File: src/rtl/sprite_dma_if.sv
// Sprite DMA bus interface: memory read port plus register write port.
// The DMA is the master on both; video RAM and the sprite engine form the slave side.
interface sprite_dma_if;
   logic [15:0] mem_addr;
   logic        mem_rd;
   logic [7:0]  mem_din;
   logic        reg_wr;
   logic [7:0]  reg_addr;
   logic [15:0] reg_data;

   modport master (
      output mem_addr,
      output mem_rd,
      input  mem_din,
      output reg_wr,
      output reg_addr,
      output reg_data
   );

   modport slave (
      input  mem_addr,
      input  mem_rd,
      output mem_din,
      input  reg_wr,
      input  reg_addr,
      input  reg_data
   );
endinterface

File: src/rtl/sprite_dma.sv
// Sprite DMA: once per frame (falling edge of v_valid) or on a software kick,
// copies NUM_WORDS little-endian 16-bit words from video RAM into the sprite
// engine's register file. Each byte read takes two cycles of memory latency,
// so one word costs four cycles.
module sprite_dma #(
   parameter int         NUM_WORDS = 96,
   parameter logic [7:0] REG_BASE  = 8'h40
) (
   input  logic        clk_pixel,
   input  logic        rst_n,
   input  logic        v_valid,
   input  logic        start,
   input  logic        dma_enable,
   input  logic [15:0] dma_base,
   output logic        busy,
   output logic        done,
   sprite_dma_if.master bus
);

   // Word index needs to count up to 95, and {idx,1'b0} then fits 8 bits.
   localparam int IDX_W = 7;
   localparam logic [IDX_W-1:0] LAST_IDX = IDX_W'(NUM_WORDS - 1);

   typedef enum logic [2:0] {
      IDLE,
      WAIT_LO,
      READ_LO,
      WAIT_HI,
      READ_HI
   } state_t;

   state_t            state_q, state_d;
   logic [15:0]       ptr_q, ptr_d;
   logic [IDX_W-1:0]  idx_q, idx_d;
   logic [7:0]        lo_q, lo_d;
   logic [15:0]       memAddr_q, memAddr_d;
   logic              memRd_q, memRd_d;
   logic              regWr_q, regWr_d;
   logic [7:0]        regAddr_q, regAddr_d;
   logic [15:0]       regData_q, regData_d;
   logic              done_q, done_d;
   logic              vValidOld_q;
   logic              trig;

   // Kick request: software start, or end of visible area when enabled.
   assign trig = start | (dma_enable & vValidOld_q & ~v_valid);

   // Next-state and output computation for the transfer sequencer.
   always_comb begin
      state_d   = state_q;
      ptr_d     = ptr_q;
      idx_d     = idx_q;
      lo_d      = lo_q;
      memAddr_d = memAddr_q;
      memRd_d   = memRd_q;
      regAddr_d = regAddr_q;
      regData_d = regData_q;
      regWr_d   = 1'b0;
      done_d    = 1'b0;

      case (state_q)
         IDLE: begin
            if (trig) begin
               ptr_d     = dma_base;
               memAddr_d = dma_base;
               memRd_d   = 1'b1;
               idx_d     = '0;
               state_d   = WAIT_LO;
            end
         end
         WAIT_LO: begin
            state_d = READ_LO;
         end
         READ_LO: begin
            lo_d      = bus.mem_din;
            memAddr_d = ptr_q + 16'd1;
            ptr_d     = ptr_q + 16'd1;
            state_d   = WAIT_HI;
         end
         WAIT_HI: begin
            state_d = READ_HI;
         end
         READ_HI: begin
            regData_d = {bus.mem_din, lo_q};
            regAddr_d = REG_BASE + {idx_q, 1'b0};
            regWr_d   = 1'b1;
            if (idx_q == LAST_IDX) begin
               memRd_d = 1'b0;
               done_d  = 1'b1;
               state_d = IDLE;
            end else begin
               memAddr_d = ptr_q + 16'd1;
               ptr_d     = ptr_q + 16'd1;
               idx_d     = idx_q + 7'd1;
               state_d   = WAIT_LO;
            end
         end
         default: begin
            state_d = IDLE;
         end
      endcase
   end

   // State and datapath registers; reset abandons any transfer in flight.
   always_ff @(posedge clk_pixel or negedge rst_n) begin
      if (!rst_n) begin
         state_q     <= IDLE;
         ptr_q       <= '0;
         idx_q       <= '0;
         lo_q        <= '0;
         memAddr_q   <= '0;
         memRd_q     <= 1'b0;
         regWr_q     <= 1'b0;
         regAddr_q   <= '0;
         regData_q   <= '0;
         done_q      <= 1'b0;
         vValidOld_q <= 1'b0;
      end else begin
         state_q     <= state_d;
         ptr_q       <= ptr_d;
         idx_q       <= idx_d;
         lo_q        <= lo_d;
         memAddr_q   <= memAddr_d;
         memRd_q     <= memRd_d;
         regWr_q     <= regWr_d;
         regAddr_q   <= regAddr_d;
         regData_q   <= regData_d;
         done_q      <= done_d;
         vValidOld_q <= v_valid;
      end
   end

   assign bus.mem_addr = memAddr_q;
   assign bus.mem_rd   = memRd_q;
   assign bus.reg_wr   = regWr_q;
   assign bus.reg_addr = regAddr_q;
   assign bus.reg_data = regData_q;
   assign done         = done_q;
   assign busy         = (state_q != IDLE);

endmodule

File: src/flat_wrapper.sv
// flat-port wrapper written by rule: the top's interface ports become plain ports
module sprite_dma_flat 
#(
   parameter int         NUM_WORDS = 96,
   parameter logic [7:0] REG_BASE  = 8'h40
)
  (clk_pixel, rst_n, v_valid, start, dma_enable, dma_base, busy, done, bus_mem_addr, bus_mem_rd, bus_mem_din, bus_reg_wr, bus_reg_addr, bus_reg_data);
  sprite_dma_if bus_i ();
  input  logic clk_pixel;
  input  logic rst_n;
  input  logic v_valid;
  input  logic start;
  input  logic dma_enable;
  input  logic [15:0] dma_base;
  output logic busy;
  output logic done;
  output wire logic [$bits(bus_i.mem_addr)-1:0] bus_mem_addr;
  output wire logic [$bits(bus_i.mem_rd)-1:0] bus_mem_rd;
  input wire logic [$bits(bus_i.mem_din)-1:0] bus_mem_din;
  output wire logic [$bits(bus_i.reg_wr)-1:0] bus_reg_wr;
  output wire logic [$bits(bus_i.reg_addr)-1:0] bus_reg_addr;
  output wire logic [$bits(bus_i.reg_data)-1:0] bus_reg_data;
  assign bus_mem_addr = bus_i.mem_addr;
  assign bus_mem_rd = bus_i.mem_rd;
  assign bus_i.mem_din = bus_mem_din;
  assign bus_reg_wr = bus_i.reg_wr;
  assign bus_reg_addr = bus_i.reg_addr;
  assign bus_reg_data = bus_i.reg_data;
  sprite_dma #(.NUM_WORDS(NUM_WORDS), .REG_BASE(REG_BASE)) u_core (.clk_pixel(clk_pixel), .rst_n(rst_n), .v_valid(v_valid), .start(start), .dma_enable(dma_enable), .dma_base(dma_base), .busy(busy), .done(done), .bus(bus_i));
endmodule
File: config.mk
export PLATFORM = sky130hd
export DESIGN_NAME = sprite_dma_flat
export DESIGN_NICKNAME = d
export VERILOG_FILES = /design/src/rtl/sprite_dma_if.sv /design/src/rtl/sprite_dma.sv /design/src/flat_wrapper.sv
export SDC_FILE = /design/constraint.sdc
export NUM_CORES = 1
export LEC_CHECK = 0
export ABC_AREA = 1
export BUFFER_PORTS_ARGS = -buffer_cell sky130_fd_sc_hd__buf_2
export CAP_MARGIN = 20
export CORE_MARGIN = 1.5
export CORE_UTILIZATION = 35
export CTS_CLUSTER_DIAMETER = 200
export CTS_CLUSTER_SIZE = 40
export DETAILED_ROUTE_END_ITERATION = 8
export PLACE_DENSITY = 0.62
export SLEW_MARGIN = 20
export SYNTH_ARGS = -nofsm -noshare
export SYNTH_HDL_FRONTEND = slang
export SYNTH_SLANG_ARGS = --single-unit
File: constraint.sdc
create_clock -name clk_pixel -period 2.6 [get_ports clk_pixel]
set_input_delay 0.13 -clock clk_pixel [delete_from_list [all_inputs] [get_ports clk_pixel]]
set_output_delay 0.13 -clock clk_pixel [all_outputs]
set_load 0.02 [all_outputs]
==> flow_metrics.tcl <==
set metrics [dict create \
    status "complete, no violations" \
    peakVddDrop_mv 0.5254 \
    die_y_um 95.80 \
    leakage_nw 1.973 \
    fmax_ghz 0.5320 \
    critical_path_class "reg2reg" \
    relSlewSlack 0.5191 \
    grt_pass1_vias 2485 \
    stdcell_count 580 \
    finalCriticalPeriod_ps 1880 \
    cap_violations 0 \
    path_max_fanout 42 \
    grt_pass1_wl_mm 11.63 \
    drive_above_1_share 0.2274 \
    async_flop_share 1.000 \
    post-place-cells 562 \
    busiest_layer "met2" \
    start_kind "flip-flop" \
    coreArea_mm2 0.008299 \
    syn_area_mm2 0.003014 \
    fin_nets 501 \
    max_slew.worst_pin.slew_ps 721.3 \
    track_usage 0.1631 \
    vias_per_cell 4.552 \
    port_buffers 71 \
    core.rowCount 33 \
    cts_tree "yes" \
    final_util 0.4452 \
    syn_to_final_growth_pct 22.58 \
    dieArea_mm2 0.009178 \
    synth_edf_count 0 \
    vias 2640 \
    cts-buffers-inserted 9 \
    postPlaceCellArea_mm2 0.003452 \
    finClkSkew_ps 11.64 \
    cts.htree.levels 3 \
    grt_overflow_total 0 \
    holdPathStages 3 \
    syn-num-nets 426 \
    synth_seq_cells 61 \
    drtAntennaViolNets 0 \
    die_w_um 95.80 \
    path_clk_slew_ps 80 \
    routed_wl_mm 6.810 \
    finalSetupTns_ps 0 \
    cellPowerDensity_mw_per_mm2 1290 \
    hp-class "in2reg" \
    setup_viol 0 \
    required_ps 2820 \
    syn_avg_cell_area_um2 7.631 \
    cts_resized 0 \
    gp_congestion 0.8041 \
    ios 73 \
    synthCells 395 \
    initial_core_util 0.3632 \
    slew_violations 0 \
    fin_crit_sh 0.7229 \
    rsz0062_at_grt "false" \
    clockBufferDepth 2 \
    grt_max_degree 43 \
    mostFrequentLayoutCells "144 x nand2_1, 71 x buf_2, 61 x dfrtp_1" \
    ys_seq_area_frac 0.5064 \
    drc 0 \
    clock_sinks 61 \
    firstDrtPassIters 4 \
    antenna_found_initial 0 \
    yosysWarnings 0 \
    met3_usage 0.04344 \
    use_met2 0.2500 \
    hpwl_mm 4.864 \
    dominantRegCellSynth "dfrtp_1" \
    p_total_mw 4.765 \
    final_common_cell "nand2_1" \
    wl_per_cell_um 11.74 \
    critPathArrivalTime_ps 2100 \
    synth_cell_types 26 \
    grt_util_met1 0.2253 \
    cp-end-kind "flip-flop" \
    drtIter0Drc 125 \
    diodes 0 \
    root_buffer "clkbuf_8" \
    fin_area_mm2 0.003695 \
    worst_r2r_path_depth 8 \
    hold_viol_final 0 \
    clock_latency_ps 340 \
]
-- synthesized netlist by cell type (all sizes together), types with 3 or more instances --
cell / instances / area share
buf: 7 / 0.016
clkbuf: 4 / 0.0050
dfrtp: 61 / 0.51
inv: 37 / 0.046
nand2: 151 / 0.20
nand3: 30 / 0.054
nand3b: 3 / 0.0075
nor2: 47 / 0.066
o21ai: 40 / 0.066
or2: 5 / 0.010
-- worst max-delay path: stages, from the launching register on --
cell and delay (ps):
dfrtp_1 420, nor2_4 200, nand2_4 260, nand2_2 470, inv_2 130, nand2_1 90
o21ai_0 80, nand2_1 70, o21ai_1 50
-- routing by layer --
layer	vias up	wire (um)
met4	0	63
met5	-	0
li1	1391	-
met2	46	3082
met1	1197	3362
met3	6	301
-- registers in the layout, indices dropped and copies added, names as in the netlist --
register / cells
u_core.bus.reg_data: 16
u_core.ptr_q: 16
u_core.lo_q: 8
u_core.bus.reg_addr: 7
u_core.idx_q: 7
u_core.state_q: 3
u_core.bus.mem_rd: 1
u_core.bus.reg_wr: 1
u_core.done: 1
u_core.vValidOld_q: 1
-- cell families after synthesis --
| kind of cell | Yosys count | share of synthesized area |
|---|---|---|
| and+or+nand+nor | 240 | 0.3425 |
| adders and majority gates | 2 | 0.008301 |
| AOI/OAI and AO/OA | 41 | 0.06849 |
| buffers and inverters | 48 | 0.06725 |
| DFF | 61 | 0.5064 |
| xor gates and xnor gates | 2 | 0.005813 |
| other | 1 | 0.001244 |
-- cell type report --
type / count / area, um^2
tap: 105 / 131.4
inverter: 37 / 138.9
multi-input combinational: 286 / 1285
sequential: 61 / 1526
clock inverter: 7 / 98.84
timing repair buffer: 75 / 390.4
clock buffer: 9 / 123.9
fill: 874 / 4604
-- metrics by stage --
step,hold slack [ps],setup slack [ps]
after floorplan,-165.6,1142
after global placement,227.2,770.3
after detailed placement,234.1,721.8
after CTS,62.32,696.2
after global routing,79.37,484.0
final,76.66,720.4
-- power breakdown --
part | switching, mW | total [mW] | internal, mW | leakage [nW]
Clock | 0.397 | 0.941 | 0.544 | 0.110
Combinational | 1.43 | 2.12 | 0.697 | 1.09
Sequential | 0.348 | 1.70 | 1.35 | 0.772
-- path summary, 6_finish.rpt --
kind	startpoint	endpoint	slack (ps)
worst max-delay path	u_core.state_q[0]	u_core.ptr_q[0]	720
worst min-delay path	bus_mem_din[6]	u_core.bus.reg_data[14]	80
worst max register to register	u_core.state_q[0]	u_core.ptr_q[0]	720
worst min register to register	u_core.lo_q[3]	u_core.bus.reg_data[3]	470
max in group asynchronous	rst_n	u_core.vValidOld_q	1510
min in group asynchronous	rst_n	u_core.ptr_q[8]	380
-- repair_timing --
| action | in CTS | in global routing |
|---|---|---|
| hold buffers | 2 | 0 |
| setup buffers | 0 | 0 |
| endpoints found under the hold margin | 31 | 0 |
| setup endpoints to repair | 0 | 0 |
(Power assumes the default switching activity.)
